**src/rtl/uart_alu_ctrl_if.sv**
```systemverilog
// Signal bundle between the command sequencer and its UART receiver, ALU and
// UART transmitter. The sequencer connects through the master modport.
`timescale 1ns/1ps

interface uart_alu_ctrl_if #(
    parameter int DATA_BITS = 8,
    parameter int OP_BITS   = 6
);
    // Handshakes are single-cycle pulses with no back-pressure: i_rx_done marks
    // i_rx_data valid for that one cycle, o_tx_start requests one send and
    // o_tx_data holds until the transmitter answers with a one-cycle i_tx_done.
    logic                 i_tick;
    logic                 i_rx_done;
    logic [DATA_BITS-1:0] i_rx_data;
    logic [DATA_BITS-1:0] i_alu_result;
    logic                 i_tx_done;
    logic [DATA_BITS-1:0] o_data_a;
    logic [DATA_BITS-1:0] o_data_b;
    logic [OP_BITS-1:0]   o_op;
    logic                 o_tx_start;
    logic [DATA_BITS-1:0] o_tx_data;
    logic                 o_busy;
    logic                 o_timeout;
    logic [5:0]           o_state;

    modport master (
        input  i_tick, i_rx_done, i_rx_data, i_alu_result, i_tx_done,
        output o_data_a, o_data_b, o_op, o_tx_start, o_tx_data, o_busy,
               o_timeout, o_state
    );

    modport slave (
        output i_tick, i_rx_done, i_rx_data, i_alu_result, i_tx_done,
        input  o_data_a, o_data_b, o_op, o_tx_start, o_tx_data, o_busy,
               o_timeout, o_state
    );
endinterface

```
**src/rtl/uart_alu_ctrl.sv**
```systemverilog
// Command sequencer: gathers operand A, operand B and opcode from the UART,
// runs them through the ALU and sends the one-byte result back out.
`timescale 1ns/1ps

module uart_alu_ctrl #(
    parameter int DATA_BITS     = 8,
    parameter int OP_BITS       = 6,
    parameter int TIMEOUT_TICKS = 4096
) (
    input  logic               i_clock,
    input  logic               i_reset,
    uart_alu_ctrl_if.master    bus
);
    localparam int CNT_W = (TIMEOUT_TICKS > 1) ? $clog2(TIMEOUT_TICKS) : 1;
    localparam logic [CNT_W-1:0] CNT_MAX = CNT_W'(TIMEOUT_TICKS - 1);

    typedef enum logic [5:0] {
        S_GET_A   = 6'b000001,
        S_GET_B   = 6'b000010,
        S_GET_OP  = 6'b000100,
        S_EXEC    = 6'b001000,
        S_SEND    = 6'b010000,
        S_WAIT_TX = 6'b100000
    } state_e;

    state_e               state_q,   state_d;
    logic [DATA_BITS-1:0] data_a_q,  data_a_d;
    logic [DATA_BITS-1:0] data_b_q,  data_b_d;
    logic [OP_BITS-1:0]   op_q,      op_d;
    logic [DATA_BITS-1:0] tx_data_q, tx_data_d;
    logic [CNT_W-1:0]     cnt_q,     cnt_d;
    logic                 timeout_q, timeout_d;
    logic                 terminal_tick;

    always_comb begin
        state_d       = state_q;
        data_a_d      = data_a_q;
        data_b_d      = data_b_q;
        op_d          = op_q;
        tx_data_d     = tx_data_q;
        cnt_d         = cnt_q;
        timeout_d     = 1'b0;
        terminal_tick = bus.i_tick && (cnt_q == CNT_MAX);

        case (state_q)
            S_GET_A: begin
                if (bus.i_rx_done) begin
                    data_a_d = bus.i_rx_data;
                    cnt_d    = '0;
                    state_d  = S_GET_B;
                end
            end
            S_GET_B: begin
                // A byte arriving on the terminal tick still counts.
                if (bus.i_rx_done) begin
                    data_b_d = bus.i_rx_data;
                    cnt_d    = '0;
                    state_d  = S_GET_OP;
                end else if (terminal_tick) begin
                    timeout_d = 1'b1;
                    cnt_d     = '0;
                    state_d   = S_GET_A;
                end else if (bus.i_tick) begin
                    cnt_d = cnt_q + CNT_W'(1);
                end
            end
            S_GET_OP: begin
                if (bus.i_rx_done) begin
                    op_d    = bus.i_rx_data[OP_BITS-1:0];
                    cnt_d   = '0;
                    state_d = S_EXEC;
                end else if (terminal_tick) begin
                    timeout_d = 1'b1;
                    cnt_d     = '0;
                    state_d   = S_GET_A;
                end else if (bus.i_tick) begin
                    cnt_d = cnt_q + CNT_W'(1);
                end
            end
            S_EXEC: begin
                // Operands have been registered for a full cycle, so the ALU has settled.
                tx_data_d = bus.i_alu_result;
                state_d   = S_SEND;
            end
            S_SEND: begin
                state_d = S_WAIT_TX;
            end
            S_WAIT_TX: begin
                if (bus.i_tx_done) begin
                    state_d = S_GET_A;
                end
            end
            default: begin
                data_a_d  = '0;
                data_b_d  = '0;
                op_d      = '0;
                tx_data_d = '0;
                cnt_d     = '0;
                state_d   = S_GET_A;
            end
        endcase
    end

    always_ff @(posedge i_clock) begin
        if (i_reset) begin
            state_q   <= S_GET_A;
            data_a_q  <= '0;
            data_b_q  <= '0;
            op_q      <= '0;
            tx_data_q <= '0;
            cnt_q     <= '0;
            timeout_q <= 1'b0;
        end else begin
            state_q   <= state_d;
            data_a_q  <= data_a_d;
            data_b_q  <= data_b_d;
            op_q      <= op_d;
            tx_data_q <= tx_data_d;
            cnt_q     <= cnt_d;
            timeout_q <= timeout_d;
        end
    end

    assign bus.o_data_a   = data_a_q;
    assign bus.o_data_b   = data_b_q;
    assign bus.o_op       = op_q;
    assign bus.o_tx_data  = tx_data_q;
    assign bus.o_tx_start = (state_q == S_SEND);
    assign bus.o_busy     = (state_q != S_GET_A);
    assign bus.o_timeout  = timeout_q;
    assign bus.o_state    = state_q;
endmodule

```
**src/flat_wrapper.sv**
```systemverilog
// flat-port wrapper written by rule: the top's interface ports become plain ports
module uart_alu_ctrl_flat 
#(
    parameter int DATA_BITS     = 8,
    parameter int OP_BITS       = 6,
    parameter int TIMEOUT_TICKS = 4096
)
  (i_clock, i_reset, bus_i_tick, bus_i_rx_done, bus_i_rx_data, bus_i_alu_result, bus_i_tx_done, bus_o_data_a, bus_o_data_b, bus_o_op, bus_o_tx_start, bus_o_tx_data, bus_o_busy, bus_o_timeout, bus_o_state);
  uart_alu_ctrl_if #(.DATA_BITS(DATA_BITS), .OP_BITS(OP_BITS)) bus_i ();
  input  logic i_clock;
  input  logic i_reset;
  input wire logic [$bits(bus_i.i_tick)-1:0] bus_i_tick;
  input wire logic [$bits(bus_i.i_rx_done)-1:0] bus_i_rx_done;
  input wire logic [$bits(bus_i.i_rx_data)-1:0] bus_i_rx_data;
  input wire logic [$bits(bus_i.i_alu_result)-1:0] bus_i_alu_result;
  input wire logic [$bits(bus_i.i_tx_done)-1:0] bus_i_tx_done;
  output wire logic [$bits(bus_i.o_data_a)-1:0] bus_o_data_a;
  output wire logic [$bits(bus_i.o_data_b)-1:0] bus_o_data_b;
  output wire logic [$bits(bus_i.o_op)-1:0] bus_o_op;
  output wire logic [$bits(bus_i.o_tx_start)-1:0] bus_o_tx_start;
  output wire logic [$bits(bus_i.o_tx_data)-1:0] bus_o_tx_data;
  output wire logic [$bits(bus_i.o_busy)-1:0] bus_o_busy;
  output wire logic [$bits(bus_i.o_timeout)-1:0] bus_o_timeout;
  output wire logic [$bits(bus_i.o_state)-1:0] bus_o_state;
  assign bus_i.i_tick = bus_i_tick;
  assign bus_i.i_rx_done = bus_i_rx_done;
  assign bus_i.i_rx_data = bus_i_rx_data;
  assign bus_i.i_alu_result = bus_i_alu_result;
  assign bus_i.i_tx_done = bus_i_tx_done;
  assign bus_o_data_a = bus_i.o_data_a;
  assign bus_o_data_b = bus_i.o_data_b;
  assign bus_o_op = bus_i.o_op;
  assign bus_o_tx_start = bus_i.o_tx_start;
  assign bus_o_tx_data = bus_i.o_tx_data;
  assign bus_o_busy = bus_i.o_busy;
  assign bus_o_timeout = bus_i.o_timeout;
  assign bus_o_state = bus_i.o_state;
  uart_alu_ctrl #(.DATA_BITS(DATA_BITS), .OP_BITS(OP_BITS), .TIMEOUT_TICKS(TIMEOUT_TICKS)) u_core (.i_clock(i_clock), .i_reset(i_reset), .bus(bus_i));
endmodule
```
**config.mk**
```make
export PLATFORM = sky130hd
export DESIGN_NAME = uart_alu_ctrl_flat
export DESIGN_NICKNAME = d
export VERILOG_FILES = /design/src/rtl/uart_alu_ctrl_if.sv /design/src/rtl/uart_alu_ctrl.sv /design/src/flat_wrapper.sv
export SDC_FILE = /design/constraint.sdc
export NUM_CORES = 1
export LEC_CHECK = 0
export CAP_MARGIN = 20
export CORE_UTILIZATION = 44
export CTS_CLUSTER_SIZE = 16
export DETAILED_ROUTE_END_ITERATION = 16
export HOLD_SLACK_MARGIN = 0.02
export PLACE_DENSITY = 0.76
export SYNTH_ARGS = -nofsm -noshare
export SYNTH_HDL_FRONTEND = slang
export SYNTH_SLANG_ARGS = --single-unit
```
**constraint.sdc**
```tcl
create_clock -name i_clock -period 2 [get_ports i_clock]
set_input_delay 0.4 -clock i_clock [delete_from_list [all_inputs] [get_ports i_clock]]
set_output_delay 0.4 -clock i_clock [all_outputs]
set_load 0.01 [all_outputs]
```
---- After elaboration in Yosys (flattened, before gate mapping) ----
Cells that the tools add are included.
storage, ports and cells
  input bits .............................. 21
  output and inout port bits .............. 39
  flip-flop bits (word level) ............. 49
  word-level logic and storage cells ...... 57
operators by class
  reductions and logical operators ........ 13
  eq/ne operators ......................... 13
  add/subtract/negate cells ............... 1
  mux-type cells .......................... 18
  bitwise operators ....................... 5
operators by type and width
  cell                   count
  $mux 12                4
  $pmux 8 s2             3
  $mux 6                 6
  $pmux 12 s3            1
  $pmux 6 s6             1
  $reduce_or 5->1        4
  $add 12x1->12 const B  1
  $eq 12x12->1 const B   1
  $pmux 6 s2             1
  $mux 8                 1
  $ne 2x2->1 const B     4
  $reduce_and 2->1       4
  $eq 6x1->1 const B     1
  $eq 6x2->1 const B     1
  $eq 6x3->1 const B     1
  $eq 6x4->1 const B     1
  $eq 6x5->1 const B     1
  $eq 6x6->1 const B     1
  $ne 6x1->1 const B     1
  $reduce_or 3->1        2
  $not 1->1              5
  $ne 4x1->1 const B     1
  $reduce_and 3->1       1
  $reduce_or 2->1        1
  other kinds (2)        2

---- Depth between registers and ports, before layout ----
Gate-level depths: netlist of run 1.
  depth after elaboration ................. 5
  depth in mapped cells ................... 8
  depth with buffers taken out ............ 6

---- Worst setup path after synthesis of run 1 ----
Ideal clock, no wire load.
  path kind ............................... register -> output
  from .................................... register u_core.state_q[0], in the netlist u_core.bus.o_state[0]
  to ...................................... output port bus_o_busy
  slack ................................... -0.365 ns
  data required time ...................... 1.600 ns
  stages on the path, launching flop included .. 6
  buffers on the path ..................... 2
  arrival ................................. 1.965 ns
  path through ............................ dfxtp_1 -> clkbuf_1 -> or3b_2 -> nor3_1 -> clkbuf_1 -> inv_1
between the ends
  cells in the longest elaborated chain, start to end .. 1
ends and longest elaborated chain
  item                    RTL line              RTL
  start, declared         uart_alu_ctrl.sv:26   state_e state_q, state_d;
  start signal, assigned  uart_alu_ctrl.sv:114  state_q <= state_d;
  $ne 6x1->1              uart_alu_ctrl.sv:129  assign bus.o_busy = (state_q != S_GET_A);
  end, declared           flat_wrapper.sv:22    output wire logic [$bits(bus_i.o_busy)-1:0] bus_o_busy;
Every way passes these cells.

---- Worst setup path after layout of run 1 ----
  from .................................... register u_core.state_q[5], in the netlist u_core.bus.o_state[5]
  to ...................................... register u_core.cnt_q[1]
between the ends
  cells in the longest elaborated chain, start to end .. 4
  elaborated cells on any way between the ends .. 13
  those cells by class .................... eq/ne: 8; mux: 1; bitwise: 1; reduce/logical: 3
ends and longest elaborated chain
  item                                                          RTL line              RTL
  $eq 6x2->1, or another cell as far along                      uart_alu_ctrl.sv:45   case (state_q)
  $reduce_or 2->1 (no line) or $reduce_or 3->1 (tied branches)  n/a
  $ne 4x1->1 (no line) or $not 1->1 (tied branches)             n/a
  $reduce_and 3->1 (no line)                                    n/a
  end signal, assigned                                          uart_alu_ctrl.sv:119  cnt_q <= cnt_d;
  end, declared                                                 uart_alu_ctrl.sv:31   logic [CNT_W-1:0] cnt_q, cnt_d;
Parallel ways exist; a longest one is shown, timed or not.
A chain may end at the register's enable or synchronous reset.

==> reports/qor_table.md, run 1 <==
| Result | Reported |
|:---|:---|
| Cell count of the worst hold path | 2 |
| Final core utilization | 0.7107 |
| Achievable clock frequency | 0.4845 GHz |
| Fin worst setup slack | -64.03 ps |
| Portion of the clock cycle consumed by the worst path in the final layout | 1.032 |
| Final routed DRC violation total | 0 |
| Worst flop-to-flop path endpoint | u_core.cnt_q[1] |
| Worst hold path class | reg2reg |
| Grt ovf | 0 |
| Row cnt | 26 |
| Type of destination of the critical path | flip-flop |
| Worst setup slack for register-to-register paths | -60 ps |
| Area fraction of the dominant cell type after synthesis | 0.4124 |
| Worst Path Arrival | 2300 ps |
| Total Die Area | 5704 um2 |
| Post-route total power | 0.002655 W |
| Setup repair after global routing missed its margin | true |
| Most frequently used cell type in the post-synthesis netlist | sky130_fd_sc_hd__dfxtp_1 |
| DRC marker count from the first detailed-route iteration | 194 |
| Number of synthesized flops with an enable pin | 0 |
| FFs w/ async S/R, synth | 0 |
| Largest clock skew in the final design | 5.405 ps |
| Detail-routed net length per standard cell | 15.37 um |
| Number of nets produced by synthesis | 305 |
| Max-slew violations | 0 |
| Hold worst-path end | u_core.bus.o_data_a[1] |
| Total power density per cell area | 722.3 nW/um2 |
| Result of the run | complete, but fails checks |
| Sequential fraction of the synthesis area | 0.4124 |
| Main area contributors after synthesis | sky130_fd_sc_hd__dfxtp_1, sky130_fd_sc_hd__mux2i_1, sky130_fd_sc_hd__a21oi_1, sky130_fd_sc_hd__nor2_1, sky130_fd_sc_hd__nand3_1 |
| Reg clk slew, reported paths | 90 ps |
| Number of vias in the routed layout | 2,463 |
| Synthesis-to-finish area growth | 54.55% |
| Worst reg2reg path depth | 4 |
| Clock tree buffer depth | 2 |
| Kind of start point of the critical path | flip-flop |
| Half-perimeter wire length after detailed placement | 4718 um |
| Headroom to the max-slew limit | 0.6061 |
| Die extent in y | 75.53 um |
| Count of H-tree levels built during CTS | 2 |
| RR Startpoint | u_core.bus.o_state[5] |
| Yosys warning total | 0 |
| Share of final-layout standard cells stronger than drive strength 1 | 0.2766 |
| Slew at the pin with the worst max-slew slack | 587.2 ps |
| Yosys top cell by area | sky130_fd_sc_hd__dfxtp_1 |
| Non-Filler Instances | 446 |
| Layout Nets | 397 |
| First-pass GRT wire length | 10,800 um |
| Layout fillers | 386 |
| Length of the first detailed-routing pass in iterations | 4 |
| Leakage power | 1.318 nW |
| Multi-input gate area in the final layout | 1524 um2 |
| Synthesized area | 2379 um2 |
| Average vias per placed instance | 5.522 |
| Placed Cells incl. Taps | 433 |
| Most frequent cells after synthesis | sky130_fd_sc_hd__dfxtp_1, sky130_fd_sc_hd__nor2_1, sky130_fd_sc_hd__a21oi_1 |
| Number of synthesized register bits | 49 |
| # IOs | 60 |
| Final count of negative-setup-slack endpoints | 13 |
| Peak VDD IR | 425.7 uV |
| Number of global-route vias before repair | 2,351 |
| Data required time at the worst endpoint | 2240 ps |
| Critical path peak fanout | 5 |
| Primary flip-flop cell chosen by synthesis mapping | sky130_fd_sc_hd__dfxtp_1 |
| Final wirelength | 6855 um |
| Startpoint of the lowest-slack hold path | u_core.bus.o_data_a[1] |
| Root Driver | sky130_fd_sc_hd__clkbuf_8 |
| Area used by sequential logic in the layout | 989.7 um2 |
| Time the final worst path needs with I/O delays and setup | 2064 ps |
| Insertion delay to the later sink of the worst-skew pair | 300 ps |
| Path type of the worst setup path | reg2reg |
| Width of the die | 75.53 um |
| Mean area per synthesized cell | 8.405 um2 |
| Pin count of the biggest net entering global routing | 27 |
| Violated checks | negative setup slack |
| Final ANT Viol Nets | 0 |
| Final count of hold timing violations | 0 |
| Inserted Diodes | 0 |
| Clk sink count | 49 |
| Setup_tns | -270.7 ps |
| Core region area | 5172 um2 |
| Yosys cell types | 47 |
| Total track usage | 0.2501 |
| Number of max-capacitance violations reported | 0 |
| Cell count after synthesis | 283 |
| Initial antenna violation count | 0 |
| Final estimated routing congestion in global placement | 0.8542 |
| Initial cell density of the core | 0.4598 |
| Number of buffers created by CTS | 5 |
| CTS tree | done |
| Buffers added on ports | 59 |
## stage by stage
step	cell area (um2)	setup slack (ps)	hold slack (ps)
final	3676	-64.03	476.4
after detailed placement	3317	-399.3	461.1
after global placement	3317	-326.0	453.5
after floorplan	2414	-185.8	461.1
after global routing	3676	-130.5	501.9
after CTS	3560	-62.14	475.9
## cell families (layout without fill, tap and decap cells)
group / Yosys count / after routing / share of synthesized area
buf+inv: 27 / 120 / 0.04628
fa+ha+maj: 1 / 1 / 0.005260
flops: 49 / 49 / 0.4124
mux: 15 / 15 / 0.06312
compound gates: 59 / 59 / 0.1562
xor+xnor: 3 / 3 / 0.01105
simple gates: 129 / 129 / 0.3056
## per-layer routing
metal | part of all wire | GRT usage | wire (um) | vias up
li1 | - | - | - | 1204
met3 | 0.072 | 0.07011 | 494 | 9
met1 | 0.44 | 0.3079 | 3021 | 1163
met5 | 0 | 0 | 0 | -
met4 | 0.011 | 0.07613 | 73 | 0
met2 | 0.48 | 0.4256 | 3266 | 87
## worst max-delay path, stage by stage, from the launching register on
cell and delay, ps:
sky130_fd_sc_hd__dfxtp_2 340, sky130_fd_sc_hd__or4_4 540, sky130_fd_sc_hd__or3_4 450, sky130_fd_sc_hd__or4b_1 540, sky130_fd_sc_hd__a21oi_1 130
## worst max-delay path by stage
stage / start / end / slack (ps)
after floorplan: u_core.bus.o_state[0] / u_core.cnt_q[8] / -190
after CTS: u_core.bus.o_state[3] / bus_o_busy / -60
after detailed placement: bus_i_rx_done / u_core.cnt_q[7] / -400
after global placement: bus_i_rx_done / u_core.cnt_q[7] / -330
final: u_core.bus.o_state[5] / u_core.cnt_q[1] / -60
after global routing: u_core.bus.o_state[5] / u_core.cnt_q[10] / -130
## registers in the layout (all words and copies together) (netlist names)
| signal | count |
|---|---|
| u_core.bus.o_state | 6 |
| u_core.bus.o_timeout | 1 |
| u_core.bus.o_data_a | 8 |
| u_core.cnt_q | 12 |
| u_core.bus.o_tx_data | 8 |
| u_core.bus.o_op | 6 |
| u_core.bus.o_data_b | 8 |
## cells in the final DEF, fill, tap and decap left out, drive strengths merged, types with 3 or more instances in the layout
cell type / n
clkbuf: 9
and3: 4
nand3: 22
nand4: 6
a21oi: 24
and2: 9
nor4: 6
o21ai: 13
inv: 6
nor3: 13
clkdlybuf4s50: 57
dfxtp: 49
or4: 3
nor2: 30
a22oi: 9
nand2: 6
buf: 46
or4b: 4
nand2b: 16
nor3b: 3
mux2i: 15
## where the power goes
group          switching [W]  total, W  internal (W)  leakage (nW)
Combinational       0.000465  0.000969      0.000504         0.866
Sequential         0.0000294   0.00105       0.00102         0.398
Clock               0.000328  0.000641      0.000313        0.0542
Total               0.000822   0.00266       0.00183          1.32
## layout make-up
class                   count  share of cell area
multi-input cells         207              0.4146
flip-flops and latches     49              0.2692
repair buffers            105              0.2577
clock buffers               7             0.02621
well taps                  70             0.02383
inverters                   7            0.007148
clock inverters             1            0.001361
## repair_timing
item	CTS	global route
endpoints found under the setup margin	35	36
resized for setup	30	31
hold buffers	0	0
pin swaps	8	11
buffers inserted	2	1
cloned	1	1
Power figures use the tool's default switching activity.
==> run 2, diff against run 1 <==
--- a/config.mk
+++ b/config.mk
@@ -7,6 +7,7 @@
 export LEC_CHECK = 0
 export CAP_MARGIN = 20
 export CORE_UTILIZATION = 44
+export CTS_BUF_LIST = sky130_fd_sc_hd__clkbuf_4 sky130_fd_sc_hd__clkbuf_8 sky130_fd_sc_hd__clkbuf_16
 export CTS_CLUSTER_SIZE = 16
 export DETAILED_ROUTE_END_ITERATION = 16
 export HOLD_SLACK_MARGIN = 0.02
==> results of run 2 <==
Final layout, timing and power as in run 1 (identical DEF).
==> run 3, diff against run 2 <==
--- a/config.mk
+++ b/config.mk
@@ -5,7 +5,6 @@
 export SDC_FILE = /design/constraint.sdc
 export NUM_CORES = 1
 export LEC_CHECK = 0
-export CAP_MARGIN = 20
 export CORE_UTILIZATION = 44
 export CTS_BUF_LIST = sky130_fd_sc_hd__clkbuf_4 sky130_fd_sc_hd__clkbuf_8 sky130_fd_sc_hd__clkbuf_16
 export CTS_CLUSTER_SIZE = 16
==> results of run 3 <==
Final layout, timing and power as in run 1 (identical DEF).
